===== src/rtl/writeback_arbiter_pkg.sv =====
// Shared core constants and the buffered multi-cycle result record for
// the writeback arbiter slice.
package writeback_arbiter_pkg;

    localparam int REG_ADDR_W = 5;
    localparam int XLEN       = 32;
    localparam logic [REG_ADDR_W-1:0] X0 = 5'd0;

    typedef struct packed {
        logic [REG_ADDR_W-1:0] rd;
        logic [XLEN-1:0]       data;
    } wb_entry_t;

    // One-hot register mask; x0 never appears in the scoreboard.
    function automatic logic [31:0] rd_onehot(input logic [REG_ADDR_W-1:0] rd);
        logic [31:0] mask;
        mask = 32'd1 << rd;
        mask[0] = 1'b0;
        return mask;
    endfunction

endpackage


===== src/rtl/wb_result_fifo.sv =====
// Small circular buffer holding multi-cycle results that lost the write
// port. Pointers wrap naturally because DEPTH is a power of two.
module wb_result_fifo #(
    parameter int DEPTH = 2,
    parameter int WIDTH = 37
) (
    input  logic             clk,
    input  logic             rst_n,
    input  logic             push,
    input  logic [WIDTH-1:0] push_data,
    input  logic             pop,
    output logic             full,
    output logic             empty,
    output logic [WIDTH-1:0] head
);

    localparam int PTR_W = $clog2(DEPTH);
    localparam int CNT_W = PTR_W + 1;

    logic [WIDTH-1:0] mem_r [DEPTH];
    logic [PTR_W-1:0] wr_ptr_r;
    logic [PTR_W-1:0] rd_ptr_r;
    logic [CNT_W-1:0] count_r;
    logic             do_push_s;
    logic             do_pop_s;

    assign full      = (count_r == CNT_W'(DEPTH));
    assign empty     = (count_r == {CNT_W{1'b0}});
    assign head      = mem_r[rd_ptr_r];
    assign do_push_s = push && !full;
    assign do_pop_s  = pop && !empty;

    // Entry storage; contents are meaningless while the occupancy says empty.
    always_ff @(posedge clk) begin
        if (do_push_s) begin
            mem_r[wr_ptr_r] <= push_data;
        end
    end

    // Pointer and occupancy bookkeeping; reset drops every buffered entry.
    always_ff @(posedge clk) begin
        if (!rst_n) begin
            wr_ptr_r <= {PTR_W{1'b0}};
            rd_ptr_r <= {PTR_W{1'b0}};
            count_r  <= {CNT_W{1'b0}};
        end else begin
            if (do_push_s) begin
                wr_ptr_r <= wr_ptr_r + 1'b1;
            end
            if (do_pop_s) begin
                rd_ptr_r <= rd_ptr_r + 1'b1;
            end
            case ({do_push_s, do_pop_s})
                2'b10:   count_r <= count_r + 1'b1;
                2'b01:   count_r <= count_r - 1'b1;
                default: count_r <= count_r;
            endcase
        end
    end

endmodule


===== src/rtl/writeback_arbiter.sv =====
// Owner of the register-file write port: merges ALU and MDU results,
// buffers losing MDU results, forces a hold when the buffer starves and
// tracks destinations of in-flight multi-cycle ops for decode stalls.
module writeback_arbiter
    import writeback_arbiter_pkg::*;
#(
    parameter int BUF_DEPTH    = 2,
    parameter int STARVE_LIMIT = 8
) (
    input  logic                  clk,
    input  logic                  rst_n,
    input  logic                  alu_valid,
    input  logic [REG_ADDR_W-1:0] alu_rd,
    input  logic [XLEN-1:0]       alu_data,
    input  logic                  mc_issue,
    input  logic [REG_ADDR_W-1:0] mc_issue_rd,
    input  logic                  mc_result_valid,
    input  logic [REG_ADDR_W-1:0] mc_result_rd,
    input  logic [XLEN-1:0]       mc_result_data,
    output logic                  mc_result_ready,
    input  logic [REG_ADDR_W-1:0] dec_rs1,
    input  logic [REG_ADDR_W-1:0] dec_rs2,
    input  logic [REG_ADDR_W-1:0] dec_rd,
    output logic                  dec_busy,
    output logic                  pipe_hold,
    output logic                  rf_write_en,
    output logic [REG_ADDR_W-1:0] rf_write_rd,
    output logic [XLEN-1:0]       rf_write_data
);

    localparam int STARVE_W = $clog2(STARVE_LIMIT) + 1;
    localparam logic [STARVE_W-1:0] STARVE_MAX = STARVE_W'(STARVE_LIMIT - 1);

    wb_entry_t             push_entry_s;
    wb_entry_t             head_s;
    logic                  fifo_full_s;
    logic                  fifo_empty_s;
    logic                  push_s;
    logic                  sel_alu_s;
    logic                  sel_buf_s;
    logic                  wait_s;
    logic [31:0]           set_mask_s;
    logic [31:0]           clr_mask_s;
    logic [31:0]           pending_r;
    logic [STARVE_W-1:0]   starve_cnt_r;
    logic                  pipe_hold_r;
    logic                  rf_write_en_r;
    logic [REG_ADDR_W-1:0] rf_write_rd_r;
    logic [XLEN-1:0]       rf_write_data_r;

    // rd==0 MDU results are handshaken but never stored.
    assign mc_result_ready = rst_n && !fifo_full_s;
    assign push_s          = mc_result_valid && mc_result_ready && (mc_result_rd != X0);
    assign push_entry_s    = '{rd: mc_result_rd, data: mc_result_data};

    wb_result_fifo #(
        .DEPTH (BUF_DEPTH),
        .WIDTH ($bits(wb_entry_t))
    ) u_fifo (
        .clk       (clk),
        .rst_n     (rst_n),
        .push      (push_s),
        .push_data (push_entry_s),
        .pop       (sel_buf_s),
        .full      (fifo_full_s),
        .empty     (fifo_empty_s),
        .head      (head_s)
    );

    // Write-port arbitration: a hold cycle belongs to the buffer, otherwise ALU first.
    always_comb begin
        sel_alu_s = 1'b0;
        sel_buf_s = 1'b0;
        if (pipe_hold_r) begin
            sel_buf_s = !fifo_empty_s;
        end else if (alu_valid && (alu_rd != X0)) begin
            sel_alu_s = 1'b1;
        end else if (!fifo_empty_s) begin
            sel_buf_s = 1'b1;
        end else begin
            sel_alu_s = 1'b0;
            sel_buf_s = 1'b0;
        end
    end

    assign wait_s = !fifo_empty_s && !sel_buf_s;

    // Scoreboard masks: a same-cycle issue to the written rd re-sets the bit.
    always_comb begin
        set_mask_s = 32'd0;
        clr_mask_s = 32'd0;
        if (mc_issue && (mc_issue_rd != X0)) begin
            set_mask_s = rd_onehot(mc_issue_rd);
        end else begin
            set_mask_s = 32'd0;
        end
        if (sel_buf_s) begin
            clr_mask_s = rd_onehot(head_s.rd);
        end else begin
            clr_mask_s = 32'd0;
        end
    end

    // Starvation counter; the hold fires after STARVE_LIMIT waiting cycles and
    // lasts one cycle because the forced pop clears the count.
    always_ff @(posedge clk) begin
        if (!rst_n) begin
            starve_cnt_r <= {STARVE_W{1'b0}};
            pipe_hold_r  <= 1'b0;
        end else begin
            if (wait_s) begin
                if (starve_cnt_r != STARVE_MAX) begin
                    starve_cnt_r <= starve_cnt_r + 1'b1;
                end
            end else begin
                starve_cnt_r <= {STARVE_W{1'b0}};
            end
            pipe_hold_r <= wait_s && (starve_cnt_r == STARVE_MAX);
        end
    end

    // Pending-destination scoreboard for in-flight multi-cycle ops.
    always_ff @(posedge clk) begin
        if (!rst_n) begin
            pending_r <= 32'd0;
        end else begin
            pending_r <= (pending_r & ~clr_mask_s) | set_mask_s;
        end
    end

    // Registered register-file write port.
    always_ff @(posedge clk) begin
        if (!rst_n) begin
            rf_write_en_r   <= 1'b0;
            rf_write_rd_r   <= X0;
            rf_write_data_r <= 32'd0;
        end else begin
            rf_write_en_r <= sel_alu_s || sel_buf_s;
            if (sel_alu_s) begin
                rf_write_rd_r   <= alu_rd;
                rf_write_data_r <= alu_data;
            end else if (sel_buf_s) begin
                rf_write_rd_r   <= head_s.rd;
                rf_write_data_r <= head_s.data;
            end
        end
    end

    assign dec_busy      = pending_r[dec_rs1] | pending_r[dec_rs2] | pending_r[dec_rd];
    assign pipe_hold     = pipe_hold_r;
    assign rf_write_en   = rf_write_en_r;
    assign rf_write_rd   = rf_write_rd_r;
    assign rf_write_data = rf_write_data_r;

endmodule


===== config.mk =====
export PLATFORM = sky130hd
export DESIGN_NAME = writeback_arbiter
export DESIGN_NICKNAME = d
export VERILOG_FILES = /design/src/rtl/writeback_arbiter_pkg.sv /design/src/rtl/wb_result_fifo.sv /design/src/rtl/writeback_arbiter.sv
export SDC_FILE = /design/constraint.sdc
export NUM_CORES = 1
export LEC_CHECK = 0
export CELL_PAD_IN_SITES_DETAIL_PLACEMENT = 2
export CELL_PAD_IN_SITES_GLOBAL_PLACEMENT = 2
export CORE_MARGIN = 4
export CORE_UTILIZATION = 30
export CTS_CLUSTER_DIAMETER = 40
export DETAILED_ROUTE_END_ITERATION = 16
export PLACE_DENSITY_LB_ADDON = 0.05
export REMOVE_ABC_BUFFERS = 1
export SYNTH_ARGS = -nofsm -noshare
export SYNTH_HDL_FRONTEND = slang
export SYNTH_SLANG_ARGS = --single-unit

===== constraint.sdc =====
create_clock -name clk -period 4.24 [get_ports clk]
set_clock_uncertainty 0.2 [all_clocks]
set_input_delay 0.848 -clock clk [delete_from_list [all_inputs] [get_ports clk]]
set_output_delay 0.848 -clock clk [all_outputs]
set_load 0.02 [all_outputs]

**Yosys cells after proc, flatten, opt, wreduce, memory -nomap -nowiden**

Memory sizes are Yosys's and may differ from the RTL's. A register that Yosys moved wholly into a read port is not among the register bits.
Index checks and enable logic that the tools add are counted.

- Order comparisons: 3
- Reductions and logical operators: 20
- Shift operators: 2
- Bitwise gates (word level): 5
- Add/sub/neg operators: 5
- Multiplexer cells: 22
- Equal/unequal tests: 5

Operators with widths:

| kind | count |
|---|---|
| 32-bit two-way mux | 4 |
| 1-bit by 5-bit << shifter with 32-bit output, first input constant | 2 |
| 32-bit AND | 1 |
| 32-bit inverter | 1 |
| 32-bit OR | 1 |
| 5-bit by 6-bit < comparator with 1-bit output, second input constant | 3 |
| 1-bit binary-select mux with 5-bit select | 3 |
| 5-bit nonzero test | 3 |
| 1-bit two-way mux | 12 |
| 5-bit two-way mux | 2 |
| 1-bit logical AND | 9 |
| 4-bit by 1-bit adder with 4-bit output, second input constant | 1 |
| 2-bit equality test, second input constant | 2 |
| 4-bit by 3-bit equality test with 1-bit output, second input constant | 1 |
| 4-bit by 3-bit != test with 1-bit output, second input constant | 1 |
| 2-bit case mux with 2 select lines | 1 |
| 2-bit nonzero test | 2 |
| 1-bit zero test | 3 |
| 1-bit adder, second input constant | 2 |
| 2-bit by 1-bit adder with 2-bit output, second input constant | 1 |
| 2-bit by 1-bit equality test with 1-bit output, second input constant | 1 |
| 2-bit zero test | 1 |
| 1-bit OR | 2 |
| 2-bit AND reduction | 1 |
| 2 further kinds | 2 |

- Flip-flop bits (word level): 79
- Input bits: 99
- Logic and storage cells: 72
- Memories kept: 1
- Output and inout port bits: 41
- Bits in writable memories: 74

Memories:

| memory | words | width | read ports | clocked after memory_dff | write ports | line | text |
|---|---|---|---|---|---|---|---|
| u_fifo.mem_r | 2 | 37 | 1 | 1 | 1 | wb_result_fifo.sv:20 | `logic [WIDTH-1:0] mem_r [DEPTH];` |

**Logic depth before layout (Yosys ltp)**

- Depth in word-level cells: 8
- Mapped depth: 9
- Depth with buffers taken out: 8

**Hierarchy**

Synthesis repeated with hierarchy kept, for this count alone.

- Cell total of the unflattened synthesis: 579
- Area total of the unflattened synthesis: 7066.8 µm²

By module, submodules not included:

| module | sequential area each (µm²) | area an instance (µm²) | instances | cells an instance |
|---|---|---|---|---|
| writeback_arbiter | 1481.4 | 4171.5 | 1 | 438 |
| wb_result_fifo | 2322.2 | 2895.3 | 1 | 141 |

**Least setup slack after synthesis**

OpenSTA, ideal clock, no wires.

- Path kind: input to register
- From: input rst_n
- To: memory u_fifo.mem_r[0][0] (enable)
- Arrival: 3.337 ns
- Stages on the path: 4
- Setup slack: 0.271 ns
- Data required time: 3.608 ns
- Setup time: 0.432 ns
- Path buffers: 0
- Cell sequence: a21boi_0 o211a_1 inv_1 nor2_1

- Word-level cells in the longest chain between the ends: 6

Ends and longest elaborated chain:

| item | line | text |
|---|---|---|
| start: declaration | writeback_arbiter.sv:11 | `input logic rst_n,` |
| 1-bit logical AND | writeback_arbiter.sv:52 | `assign mc_result_ready = rst_n && !fifo_full_s;` |
| 1-bit logical AND (2 in a row) | writeback_arbiter.sv:53 | `assign push_s = mc_result_valid && mc_result_ready && (mc_result_rd != X0);` |
| 1-bit logical AND | wb_result_fifo.sv:30 | `assign do_push_s = push && !full;` |
| 1-bit two-way mux | wb_result_fifo.sv:35 | `if (do_push_s) begin` |
| 1-bit two-way mux (implied by the code) | wb_result_fifo.sv:36 | `mem_r[wr_ptr_r] <= push_data;` |
| end: declaration | wb_result_fifo.sv:20 |  |

Every way passes these cells.

**Worst setup path after layout**

- From: input dec_rs1[0]
- To: output dec_busy

- Word-level cells in the longest chain between the ends: 4

Ends and longest elaborated chain:

| item | line | text |
|---|---|---|
| start: declaration | writeback_arbiter.sv:21 | `input logic [REG_ADDR_W-1:0] dec_rs1,` |
| 1-bit binary-select mux with 5-bit select | writeback_arbiter.sv:149 | `assign dec_busy = pending_r[dec_rs1] \| pending_r[dec_rs2] \| pending_r[dec_rd];` |
| 1-bit two-way mux (implied by the code) | writeback_arbiter.sv:149 |  |
| 1-bit OR (2 in a row) | writeback_arbiter.sv:149 |  |
| end: declaration | writeback_arbiter.sv:24 | `output logic dec_busy,` |

Every way passes these cells. The select of a mux whose other input is x is not followed.

==> impl_metrics.toml <==
[floorplan]
die_area_um2 = 25830
floorplan.initialDensity_pct = 30.72
floorplan.die.width_um = 160.7
num_io_pins = 140
std_cell_rows = 55
placeableCoreArea_um2 = 22780
die_height_um = 160.7

[placement]
detailedPlacementHpwl_mm = 16.02
preCtsSetupSlack_ns = -0.1757
gpl.final_weighted_congestion = 0.8408
number_of_buffers_inserted_by_port_buffering = 139
placedInstanceArea_um2 = 8747

[setup_path]
cp.buffers_inverters = 3
critical_path_peak_fanout = 7
cell_breakdown_of_the_critical_path = "clkdlybuf4s50_1 -> buf_4 -> mux4_2 -> nand3b_1 -> o21ai_0 -> a2111oi_2 -> nand4_1 -> dlygate4sd2_1"
worst-setup-path-type = "primary input to primary output"
kind_of_cell_adding_the_most_delay_to_the_critical_path = "buffers and inverters"
crit_required_ns = 3.19
setup.worst_path.end_class = "primary output"
cp_data_arrival_time_ns = 3.05
critical_path.startpoint_type = "primary input"
slowest_stage = "mux4_2"
critical_path.max_stage_delay_ns = 0.51

[min_path]
worst_hold_path_type = "register to register"

[sta]
timing_hold_violations_final = 0
final.setup.worst_slack_ns = 0.1435
slew_margin_rel_pct = 16.74
hold_ws_ns = 0.3394
maxSlewViolCount = 0
ratio_of_final_minimum_period_to_clock_period_pct = 96.62
setup_repair_after_global_routing_missed_its_margin = "no"
setup_violations = 0
worst_pin_slew_ns = 1.246
timing.fmax_mhz = 244.1
finalWorstPathRequiredPeriod_ns = 4.097
timing.setup.tns_ns = 0

[grt]
number_of_global_route_vias_before_repair = 6076
largest_net_degree_at_the_start_of_global_routing = 78
grt_antenna_before_repair = 0
grt_pass1_wl_mm = 35.13
global_route.overflow_total = 0
global_route.usage.total_pct = 17.45

[detailed_routing]
routed_wirelength_mm = 22.47
wl_met2_mm = 11.40
routedWlPerCell_um = 20.91
postRouteAntennaNets = 0
topRoutingLayerUsed = "met4"
num_vias = 5423
drt_iter0_markers = 197
wl_met1_mm = 9.914
post-route-drc-count = 0
met3RoutedLength_um = 882
drt_first_pass_iters = 4
via_per_inst = 5.045

[logic_synthesis]
yosysMostFrequentCell = "nand2_1"
syn_avg_cell_area_um2 = 11.45
synth_edf_count = 74
synth_top_cell_area_share_pct = 31.75
synth_async_sr_flop_share_pct = 0
synth_top_area_cell = "edfxtp_1"
synth.distinct_cells = 52
synth.yosys.warnings = 0
synth_ff_type = "dfxtp_1"
synth-seq-cells = 153
most_frequent_cells_after_synthesis = "110 x nand2_1, 79 x dfxtp_1, 74 x edfxtp_1, 55 x a21boi_0, 44 x mux2i_1"
ys_seq_area_share_pct = 54.35
synthCells = 611
synth_area_um2 = 6998
netlist_top_cells_area = "edfxtp_1 32%, dfxtp_1 23%, mux2i_1 6.3%, a21boi_0 5.9%, nand2_1 5.9%"

[cells_and_area]
layout.core_utilization_pct = 40.96
area_growth_syn_to_fin_pct = 33.31
finish.instance_area_um2 = 9329
antenna-diode-count = 0
final_net_count = 850
post_route_cells_drive_above_1_share_pct = 12.20

[power]
cellPowerDensity_nw_per_um2 = 485.0
internal_power_mw = 3.044
switching_power_summed_over_all_nets_mw = 1.481
vdd_drop_max_mv = 0.2485
comb_power_share_pct = 26.7
clock_power_share_pct = 33.4
power.static_leakage_nw = 3.119
switching_share_pct = 32.72
seq_power_share_pct = 39.9

[clock_network]
cts_num_sinks = 153
cts_made_buffers = 17
clock_tree_from_tritoncts = "yes"
cts_htree_levels = 4
cts_root_buffer = "clkbuf_16"
cts_hold_buf = 0
clk_transition_reported_paths_ns = 0.06
clk-insertion-delay-late_ns = 0.42
max-clock-path-buffers = 2

[job]
maxCapViolCount = 0

[status]
status = "finished, final reports clean"
## cells in the final DEF, fill, tap and decap left out, drive strengths merged, types with 3 or more instances in the layout
| master | netlist | final |
|---|---|---|
| a2111oi | 3 | 3 |
| a21boi | 67 | 67 |
| and2 | 6 | 6 |
| buf | 21 | 18 |
| clkbuf | 16 | 18 |
| clkdlybuf4s50 | 0 | 137 |
| dfxtp | 79 | 79 |
| edfxtp | 74 | 74 |
| inv | 4 | 14 |
| mux2 | 12 | 12 |
| mux2i | 44 | 44 |
| mux4 | 18 | 18 |
| nand2 | 110 | 110 |
| nand2b | 5 | 5 |
| nand3 | 9 | 9 |
| nand3b | 4 | 4 |
| nand4 | 6 | 6 |
| nor2 | 17 | 17 |
| nor2b | 5 | 5 |
| nor3b | 4 | 4 |
| o211ai | 37 | 37 |
| o21ai | 35 | 35 |
| o22ai | 3 | 3 |
| xnor2 | 3 | 3 |
## per-stage QoR
stage | power [mW] | instances
6_report | 4.525 | 1075
5_1_grt | 4.773 | 1075
4_1_cts | 4.598 | 1075
3_5_place_dp | 3.065 | 1043
3_3_place_gp | 3.024 | 1043
2_1_floorplan | 2.508 | 574
## path summary, 6_finish.rpt
| path | from | depth (start not counted) | slack, ns | endpoint |
|---|---|---|---|---|
| max | dec_rs1[0] | 8 | 0.14 | dec_busy |
| min | pending_r[27] | 2 | 0.34 | pending_r[27] |
| max reg2reg | u_fifo.count_r[0] | 5 | 1.57 | u_fifo.mem_r[0][28] |
| min reg2reg | pending_r[27] | 2 | 0.34 | pending_r[27] |
## kinds of logic after synthesis
family | synth area share, %
xor gates and xnor gates | 0.6259
DFF | 54.35
muxes | 14.02
AOI/OAI and AO/OA | 15.73
and+or+nand+nor | 12.12
buffers and inverters | 2.789
adders and majority gates | 0.3575
## area by class of cell
class / count / area, µm²
Multi-Input combinational cell: 417 / 3015
Clock buffer: 18 / 429.2
Tap cell: 313 / 391.6
Timing Repair Buffer: 156 / 1525
Sequential cell: 153 / 3805
Inverter: 4 / 15.01
Clock inverter: 14 / 147.6
Fill cell: 2362 / 13450
## per-layer routing
layer	track usage (%)	up-vias
met3	4.029	22
met4	4.498	0
li1	-	2540
met5	0	-
met2	30.72	128
met1	21.59	2733
## timing repair
action                     CTS  global route
buffers inserted             0             0
gates resized for setup      2             1
setup endpoints to repair    1             1
## state kept, by name, indices dropped and copies added, names as in the netlist, 2 cells and up, named ones only
| name | cells |
|---|---|
| u_fifo.count_r | 2 |
| starve_cnt_r | 4 |
| pending_r | 31 |
| rf_write_rd | 5 |
| u_fifo.mem_r | 74 |
| rf_write_data | 32 |
## power groups by stage
stage	combinational, mW	sequential, mW	clock (mW)
after detailed placement	1.22	1.84	0
after floorplan	0.581	1.93	0
after global placement	1.19	1.83	0
after global routing	1.33	1.83	1.62
final	1.21	1.81	1.51
after CTS	1.23	1.81	1.55
## tightest hold or removal path, delay by kind of cell, from the launching register on
| family | cells | cell delay (ns) |
|---|---|---|
| flip-flops | 1 | 0.34 |
| AO/OA/AOI/OAI | 2 | 0.15 |
Power figures use the tool's default switching activity.
